--- config.mk ---
export PLATFORM = sky130hd
export DESIGN_NAME = itch_msg_packer
export DESIGN_NICKNAME = d
export VERILOG_FILES = /design/src/rtl/itch_pkg.sv /design/src/rtl/itch_msg_fifo.sv /design/src/rtl/itch_msg_packer.sv
export SDC_FILE = /design/constraint.sdc
export NUM_CORES = 1
export LEC_CHECK = 0
export ABC_AREA = 1
export CAP_MARGIN = 15
export CORE_MARGIN = 2
export CORE_UTILIZATION = 35
export DETAILED_ROUTE_END_ITERATION = 7
export GPL_ROUTABILITY_DRIVEN = 0
export GPL_TIMING_DRIVEN = 0
export SYNTH_ARGS = -nofsm -noshare
export SYNTH_HDL_FRONTEND = slang
export SYNTH_HIERARCHICAL = 1
export SYNTH_SLANG_ARGS = --single-unit
--- constraint.sdc ---
create_clock -name clk -period 22.3 [get_ports clk]
set_input_delay 2.23 -clock clk [delete_from_list [all_inputs] [get_ports clk]]
set_output_delay 2.23 -clock clk [all_outputs]
set_load 0.02 [all_outputs]
--- src/rtl/itch_pkg.sv ---
// Purpose: shared constants, type-byte codes and packer state encoding for the ITCH ingress path.
// Latency: n/a (declarations only).
// Backpressure: n/a.
package itch_pkg;

    localparam int MSG_BITS  = 320;
    localparam int MSG_BYTES = MSG_BITS / 8;

    // Type bytes the order book consumes
    localparam logic [7:0] MSG_ADD    = 8'h41;  // 'A'
    localparam logic [7:0] MSG_DELETE = 8'h44;  // 'D'
    localparam logic [7:0] MSG_EXEC   = 8'h45;  // 'E'
    localparam logic [7:0] MSG_SYSTEM = 8'h53;  // 'S'

    typedef enum logic [1:0] {
        PK_IDLE,
        PK_COLLECT,
        PK_DRAIN,
        PK_HOLD
    } pk_state_e;

    function automatic logic is_book_type(input logic [7:0] t);
        return (t == MSG_ADD) || (t == MSG_DELETE) || (t == MSG_EXEC) || (t == MSG_SYSTEM);
    endfunction

endpackage

--- src/rtl/itch_msg_fifo.sv ---
// Purpose: DEPTH x WIDTH message queue; head is the oldest entry, zero when empty.
// Latency: push/pop take effect at the clock edge; head and count update the next cycle.
// Backpressure: push is ignored when full unless a pop happens in the same cycle.
// Ports: clk, reset (sync, active-high), push/push_dat, pop, head_dat, count.
module itch_msg_fifo #(
    parameter int DEPTH = 2,
    parameter int WIDTH = 320,
    parameter int CW    = $clog2(DEPTH) + 1
) (
    input  logic             clk,
    input  logic             reset,
    input  logic             push,
    input  logic [WIDTH-1:0] push_dat,
    input  logic             pop,
    output logic [WIDTH-1:0] head_dat,
    output logic [CW-1:0]    count
);
    localparam int AW = $clog2(DEPTH);

    logic [WIDTH-1:0] mem_q [DEPTH];
    logic [AW-1:0]    wr_ptr_q, wr_ptr_d;
    logic [AW-1:0]    rd_ptr_q, rd_ptr_d;
    logic [CW-1:0]    count_q, count_d;
    logic             pop_ok, push_ok;

    always_comb begin
        pop_ok   = pop && (count_q != '0);
        // A full queue still accepts when the head leaves in the same cycle
        push_ok  = push && ((count_q != CW'(DEPTH)) || pop_ok);
        wr_ptr_d = wr_ptr_q;
        rd_ptr_d = rd_ptr_q;
        count_d  = count_q;
        if (push_ok) wr_ptr_d = wr_ptr_q + AW'(1);
        if (pop_ok)  rd_ptr_d = rd_ptr_q + AW'(1);
        if (push_ok && !pop_ok) count_d = count_q + CW'(1);
        if (pop_ok && !push_ok) count_d = count_q - CW'(1);
    end

    always_ff @(posedge clk) begin
        if (reset) begin
            wr_ptr_q <= '0;
            rd_ptr_q <= '0;
            count_q  <= '0;
        end else begin
            wr_ptr_q <= wr_ptr_d;
            rd_ptr_q <= rd_ptr_d;
            count_q  <= count_d;
        end
    end

    // Storage needs no reset: the head is masked while the queue is empty
    always_ff @(posedge clk) begin
        if (push_ok) mem_q[wr_ptr_q] <= push_dat;
    end

    assign head_dat = (count_q != '0) ? mem_q[rd_ptr_q] : '0;
    assign count    = count_q;

endmodule

--- src/rtl/itch_msg_packer.sv ---
// Purpose: assembles feed bytes MSB-first into 320-bit messages and queues them for the book.
// Latency: last byte at cycle N -> HOLD at N+1 -> head valid at N+2; pop edge at M -> new head at M+1.
// Backpressure: in_ready drops in HOLD until the queue has room (or pops in that cycle).
// Ports: byte stream in (in_valid/in_data/in_last/in_ready), queue head out (ff_buffer,
// buffer_not_empty), system_free pop strobe (rising edge), overflow pulse, drop_count.
// Option: ITCH_TYPE_FILTER_EN drops messages whose type byte is not A/D/E/S.
module itch_msg_packer #(
    parameter int DEPTH     = 2,
    parameter int MSG_BYTES = 40
) (
    input  logic                   clk,
    input  logic                   reset,
    input  logic                   in_valid,
    input  logic [7:0]             in_data,
    input  logic                   in_last,
    output logic                   in_ready,
    output logic [8*MSG_BYTES-1:0] ff_buffer,
    output logic                   buffer_not_empty,
    input  logic                   system_free,
    output logic                   overflow,
    output logic [15:0]            drop_count
);
    import itch_pkg::*;

    localparam int W  = 8 * MSG_BYTES;
    localparam int CW = $clog2(DEPTH) + 1;

    pk_state_e      state_q, state_d;
    logic [W-1:0]   asm_q, asm_d;
    logic [5:0]     cnt_q, cnt_d;
    logic [15:0]    drop_q, drop_d;
    logic           overflow_q, overflow_d;
    logic           sf_q, sf_d;
    logic           accept, pop, push, drop_inc, type_ok, fifo_full;
    logic [CW-1:0]  fifo_count;

    assign in_ready         = !reset && (state_q != PK_HOLD);
    assign accept           = in_valid && in_ready;
    assign buffer_not_empty = (fifo_count != '0);
    assign fifo_full        = (fifo_count == CW'(DEPTH));
    assign pop              = system_free && !sf_q && buffer_not_empty;
    assign sf_d             = system_free;

`ifdef ITCH_TYPE_FILTER_EN
    assign type_ok = is_book_type(asm_q[W-1 -: 8]);
`else
    assign type_ok = 1'b1;
`endif

    always_comb begin
        state_d    = state_q;
        asm_d      = asm_q;
        cnt_d      = cnt_q;
        drop_d     = drop_q;
        overflow_d = 1'b0;
        drop_inc   = 1'b0;
        push       = 1'b0;
        case (state_q)
            PK_IDLE: begin
                if (accept) begin
                    asm_d          = '0;
                    asm_d[W-1 -: 8] = in_data;
                    cnt_d          = 6'd1;
                    state_d        = in_last ? PK_HOLD : PK_COLLECT;
                end
            end
            PK_COLLECT: begin
                if (accept) begin
                    if (cnt_q == 6'(MSG_BYTES)) begin
                        // One byte too many: abandon the message, skip to its end
                        overflow_d = 1'b1;
                        drop_inc   = 1'b1;
                        state_d    = in_last ? PK_IDLE : PK_DRAIN;
                    end else begin
                        asm_d[W-1-8*int'(cnt_q) -: 8] = in_data;
                        cnt_d = cnt_q + 6'd1;
                        if (in_last) state_d = PK_HOLD;
                    end
                end
            end
            PK_DRAIN: begin
                if (accept && in_last) state_d = PK_IDLE;
            end
            PK_HOLD: begin
                if (!type_ok) begin
                    drop_inc = 1'b1;
                    state_d  = PK_IDLE;
                end else if (!fifo_full || pop) begin
                    push    = 1'b1;
                    state_d = PK_IDLE;
                end
            end
            default: state_d = PK_IDLE;
        endcase
        if (drop_inc && (drop_q != 16'hFFFF)) drop_d = drop_q + 16'd1;
    end

    always_ff @(posedge clk) begin
        if (reset) begin
            state_q    <= PK_IDLE;
            asm_q      <= '0;
            cnt_q      <= '0;
            drop_q     <= '0;
            overflow_q <= 1'b0;
            // Treat system_free as already high so a level present at release is not an edge
            sf_q       <= 1'b1;
        end else begin
            state_q    <= state_d;
            asm_q      <= asm_d;
            cnt_q      <= cnt_d;
            drop_q     <= drop_d;
            overflow_q <= overflow_d;
            sf_q       <= sf_d;
        end
    end

    itch_msg_fifo #(
        .DEPTH (DEPTH),
        .WIDTH (W),
        .CW    (CW)
    ) u_fifo (
        .clk      (clk),
        .reset    (reset),
        .push     (push),
        .push_dat (asm_q),
        .pop      (pop),
        .head_dat (ff_buffer),
        .count    (fifo_count)
    );

    assign overflow   = overflow_q;
    assign drop_count = drop_q;

endmodule

==> metrics.txt, run 1 <==
I/O pins 352; drt total wl 123000 um; most frequent CP cell clkdlybuf4s50_1; DIE WIDTH between 300 and 400 um; worst path buffer plus inverter count 3; Hold WS 0.433 ns; Area contributors post-synth edfxtp_1 (49%), dfxtp_1 (18%), nand2_1 (10%); Fill cells 10517; Final Cycle Share between 20 and 30%; Hold Path Cell Cnt 0; Max Slew Vio Count 0; worst-skew pair later-pin latency 0.68 ns; max_cap viols 0; starting density of the core 35.2%; Hold Vio Cnt, Final 0; Hold WC Path Type reg2reg; area leader, netlist edfxtp_1; Max FO, Critical Path 9; top cells by count, synth nand2_1 (1072), edfxtp_1 (640), a21oi_1 (351), dfxtp_1 (351), a21oi_2 (306); Vias/cell 5.01; Post-synth EDFFs 640; GR Util All Layers 20.7%; clock-pin slew on the worst setup and hold paths around 0.070 ns; P&R area growth vs syn 24.1%; top-count cell post-synth nand2_1; Die Ht 340 um; Cell Rows between 100 and 150; Tmin final about 6.2 ns; DRC 0; CTS resizes 0; CTS buffer count between 100 and 150; worst reg2reg path depth 9; Placeable Area about 110000 um2; First DRT Iteration DRCs around 2600; Critical Path End Type output pin; hold buffers post-CTS 0; First-pass DRT Iterations 5; post-synth cell types 44; Util after Layout 43.7%; Crit path required time 20.07 ns; kind of start point of the critical path input port; CTS tree yes; gr ovfl total 0; number of nets in the final layout 4074; Seq cells post-synth 991; clock buffer depth 3; vias in the first global route roughly 27000; CTS root buf clkbuf_16; Primary FF master, synth edfxtp_1; Hold EP u_fifo/mem_q[0][25]$_DFFE_PP_; Mean Syn Cell Area ~11 um2; Final setup viols 0; power after layout 4.21 mW; Synth Cell Area 39500 um2; hold wc startpoint asm_q[25]$_SDFFE_PP0P_; vias post-DR 28306; initial antenna violation count 9; Worst slew margin between 10% and 20%; post-CTS setup buffers 0; post-synthesis net count 3587; pin count of the biggest net entering global routing 32; Lkg Pwr 16.3 nW; first-pass GRT wire length 178000 um; ys async rst share 0%; proportion of layout cells with a drive suffix above 1 17.4%; cells after synthesis 3569; wire per inst 21.7 um; Yosys top cell area share approximately half; clk sinks 991; Placement Setup Slack 16.10 ns; sequential area share after synthesis between 60% and 70%; setup ws final 16.09 ns; Worst path max stage delay 0.74 ns; Ys Warns 6; CP top delay family buffers and inverters; worst vdd ir 0.0600 mV; PD cells 85.8 nW/um2; detailed placement HPWL roughly 85000 um; Worst-Margin Slew roughly 1.3 ns; Buffers on Ports 351; Crit Path Category in2out; CP max stage cell clkdlybuf4s50_1; FF-to-FF Start cnt_q[3]$_SDFFE_PP0P_; r2r setup slk 18.93 ns; Fmax achieved between 150 and 200 MHz; critical path cell sequence clkdlybuf4s50_1, buf_2, nor2_1, clkdlybuf4s50_1; DRT antenna net count 0; WP data arrival 3.98 ns; skew final about 0.031 ns; die area between 100000 and 150000 um2; RSZ-0062 raised after global routing false; outcome finished clean; H-tree depth 3; reg2reg end asm_q[282]$_SDFFE_PP0P_
-- power by group --
group | internal, mW | leakage (nW) | switching (mW)
logic | 0.131 | 5.73 | 0.304
clock network | 1.03 | 1.75 | 0.740
registers | 1.99 | 8.80 | 0.0172
-- kinds of logic (layout without fill, tap and decap cells) --
group / count (synthesis) / count (layout) / share of synthesized area [%]
adder cells (fa/ha/maj): 5 / 5 / 0.158
flip-flops: 991 / 991 / 66.4
AND/OR/NAND/NOR: 1539 / 1539 / 16.7
XOR/XNOR: 13 / 13 / 0.288
AO/OA/AOI/OAI: 719 / 719 / 12.1
other: 0 / 2 / 0
buffers and inverters: 302 / 883 / 4.37
-- worst reg2reg max path, delay by kind of cell (launching register included) --
family                   cells  cell delay, ns
flip-flops                   1            0.45
AND/OR/NAND/NOR              3            1.26
adder cells (fa/ha/maj)      1            0.42
AO/OA/AOI/OAI                2            0.55
buffers and inverters        3            0.54
-- per-layer routing --
| layer | up-vias | track usage [%] | share of wire (%) |
|---|---|---|---|
| met2 | 944 | 33.5 | 47 |
| met4 | 12 | 7.23 | 3.2 |
| met1 | 13739 | 28.1 | 43 |
| met5 | - | 0 | 0.058 |
| met3 | 209 | 3.58 | 6.9 |
| li1 | 13402 | - | - |
-- worst max path at each step --
stage,depth (start not counted),slack [ns],from,end
floorplan,7,5.02,system_free,u_fifo/mem_q[1][0]$_DFFE_PP_
global placement,8,-5.08,system_free,u_fifo/mem_q[1][153]$_DFFE_PP_
detailed placement,4,16.10,reset,in_ready
CTS,4,16.08,reset,in_ready
global route,4,15.96,reset,in_ready
finish,4,16.09,reset,in_ready
-- registers in the layout, summed over array words and instances (netlist names), named ones only --
register         flops
u_fifo/wr_ptr_q      1
sf_q                 1
u_fifo/mem_q       640
drop_count          16
asm_q              320
overflow             1
cnt_q                6
state_q              2
u_fifo/count         2
u_fifo/rd_ptr_q      1
-- layout make-up --
type | instances | area (um2) | share of cell area (%)
flip-flops and latches | 991 | 26200 | 53.5
multi-input cells | 2276 | 11600 | 23.6
repair buffers | 379 | 4100 | 8.36
clock buffers | 141 | 2950 | 6.01
well taps | 1500 | 1880 | 3.83
plain buffers | 217 | 1400 | 2.86
clock inverters | 61 | 573 | 1.17
inverters | 85 | 324 | 0.660
diodes | 2 | 5.00 | 0.0102
-- placed cells by master (no fill, tap or decap), types with 44 or more instances in the layout --
| cell | Yosys | layout |
|---|---|---|
| nor2_1 | 108 | 106 |
| inv_1 | 63 | 63 |
| clkbuf_16 | 0 | 109 |
| nand4_1 | 95 | 95 |
| dfxtp_1 | 351 | 351 |
| clkdlybuf4s50_1 | 0 | 351 |
| edfxtp_1 | 640 | 640 |
| o21ai_0 | 44 | 44 |
| a21oi_1 | 351 | 351 |
| buf_2 | 81 | 81 |
| nand2_1 | 1072 | 1072 |
| a21oi_2 | 306 | 306 |
| nand3_1 | 195 | 195 |
| clkbuf_1 | 74 | 96 |
-- through the flow --
stage               instances  TNS [ns]  instance area, um2
floorplan                3569         0               39500
global placement         5420  -3172.08               44900
detailed placement       5448         0               45500
CTS                      5650         0               49100
global route             5650         0               49100
finish                   5652         0               49100
(Power assumes the default switching activity.)
==> inputs of run 2 (changes only) <==
clock period = 5.35 ns   (was 22.3 ns; I/O delays follow)
==> run 2 against run 1 <==
Net effect: via count shrank 0.16%; worst setup slack lost 14 ns; sequential power rose to 4.2 times the previous value; routed wire length down 0.64%; largest power group unchanged; highest routed layer unchanged; clock skew grew 0.0058 ns; combinational power grew to 4.2 times the previous value; largest cell class unchanged; final cell count about the same.
==> metrics.txt, run 2 (synthesized netlist as in run 1, its figures left out) <==
detailed placement HPWL 85700 um (+0.57%); clk sinks 991 (unchanged); Max FO, Critical Path 10 (+1); power after layout 17.5 mW (+320%); Die Ht 340 um (unchanged); Worst-Margin Slew 1.33 ns (+0.0479 ns); initial antenna violation count 11 (+2); Hold WC Path Type reg2reg; RSZ-0062 raised after global routing false; PD cells 357 nW/um2 (+320%); switching share of power 25.0% (-0.21 points); internal power 13.1 mW (+320%); Final setup viols 0 (unchanged); Comb power frac 10.4% (about the same); Seq pwr share 47.8% (about the same); Fmax achieved 272 MHz; vias in the first global route 26699 (-0.96%); Vias/cell 5.00 (about the same); WP data arrival 3.15 ns (-0.83 ns); First DRT Iteration DRCs 2527 (-1.9%); I/O pins 352 (unchanged); outcome finished clean; Placeable Area 112000 um2 (unchanged); Clk pwr share 41.8% (-0.2 points); Worst slew margin 11.6% (-3.2 points); Cell Rows 123 (unchanged); proportion of layout cells with a drive suffix above 1 17.5% (+0.021 points); DRC 0 (unchanged); drt total wl 122000 um (-0.64%); pin count of the biggest net entering global routing 32 (unchanged); FF+latch area 26200 um2 (unchanged); GR Util All Layers 20.5% (-0.19 points); worst vdd ir 0.295 mV (+390%); First-pass DRT Iterations 6 (+1); commonest non-fill, non-tap cell in the layout nand2_1; kind of start point of the critical path flip-flop; vias post-DR 28261 (-0.16%); starting density of the core 35.2% (unchanged); CTS resizes 0 (unchanged); Crit path required time 4.82 ns (-15.25 ns); Hold Vio Cnt, Final 0 (unchanged); max_cap viols 0 (unchanged); DIE WIDTH 340 um (unchanged); P&R area growth vs syn 24.2%; hold buffers post-CTS 0 (unchanged); skew final 0.0372 ns (+0.00576 ns); post-CTS setup buffers 0 (unchanged); Lkg Pwr 16.2 nW (-0.23%); Most flops, register u_fifo/mem_q; die area 116000 um2 (unchanged); most frequent cells in the layout nand2_1 (1071), edfxtp_1 (640), dfxtp_1 (351), clkdlybuf4s50_1 (351), a21oi_1 (350); setup ws final 1.67 ns (-14.42 ns); first-pass GRT wire length 176000 um (-1.0%); H-tree depth 3 (unchanged); number of nets in the final layout 4074 (unchanged); CTS root buf clkbuf_16; Switching Power 4.38 mW (+310%); multi-input logic area 11600 um2 (+0.19%); Crit Path Category reg2out; gr ovfl total 0 (unchanged); clock buffer depth 3 (unchanged); Fill cells 10538 (+0.20%); Final Cycle Share about 69%; Buffers on Ports 351 (unchanged); Placement Setup Slack 1.40 ns (-14.69 ns); CTS tree yes; CTS buffer count 104 (-1.9%); max FFs per register 640 (unchanged); DRT antenna net count 0 (unchanged); Tmin final about 3.7 ns; clock-pin slew on the worst setup and hold paths 0.07 ns (about the same); worst-skew pair later-pin latency 0.68 ns (about the same); Max Slew Vio Count 0 (unchanged); wire per inst 21.6 um (-0.57%); Critical Path End Type output pin
run 2: path summary, 6_finish.rpt:
path / cells after the start / endpoint / slack, ns / startpoint
max: 6 / ff_buffer[190] / 1.67 / flip-flop
min: 0 / u_fifo/mem_q[0][207]$_DFFE_PP_ / 0.44 / asm_q[207]$_SDFFE_PP0P_
max reg2reg: 9 / asm_q[281]$_SDFFE_PP0P_ / 2.02 / cnt_q[3]$_SDFFE_PP0P_
min reg2reg: 0 / u_fifo/mem_q[0][207]$_DFFE_PP_ / 0.44 / asm_q[207]$_SDFFE_PP0P_
run 2: power groups by stage:
stage	clock [mW]	combinational [mW]	sequential, mW
2_1_floorplan	0	1.00	8.55
3_3_place_gp	0	1.76	8.60
3_5_place_dp	0	1.83	8.54
4_1_cts	7.43	1.83	8.38
5_1_grt	7.75	1.92	8.39
6_report	7.32	1.82	8.38
run 2: area by class of cell:
class	instances	share of cell area [%]
Clock buffer	151	6.32
Buffer	217	2.86
Sequential cell	991	53.4
Clock inverter	44	0.822
Timing Repair Buffer	381	8.44
Tap cell	1500	3.82
Antenna cell	3	0.0153
Multi-Input combinational cell	2276	23.6
Inverter	85	0.675
run 2: through the flow:
| stage | area, um2 | TNS [ns] | utilization, % | instances | hold slack [ns] |
|---|---|---|---|---|---|
| 2_1_floorplan | 39600 | -650.57 | - | 3569 | 0.420 |
| 3_3_place_gp | 45000 | -3213.34 | 40.0 | 5420 | 0.425 |
| 3_5_place_dp | 45600 | 0 | 40.6 | 5449 | 0.430 |
| 4_1_cts | 49100 | 0 | 43.7 | 5644 | 0.435 |
| 5_1_grt | 49100 | 0 | 43.7 | 5645 | 0.457 |
| 6_report | 49100 | 0 | 43.7 | 5648 | 0.436 |
run 2: layer usage:
metal  up-vias  GRT usage [%]  wire [um]
met5         -              0         82
met4        12           7.09       3970
met3       215           4.47       8810
met2       953           33.2      57100
met1     13686           27.2      51900
li1      13395              -          -
run 2: critical path, stage by stage (launching register included):
cell and delay (ns):
dfxtp_1 0.30, buf_2 0.20, buf_2 0.40, buf_2 0.38
nand2_1 0.11, a21oi_2 0.36, clkdlybuf4s50_1 0.70
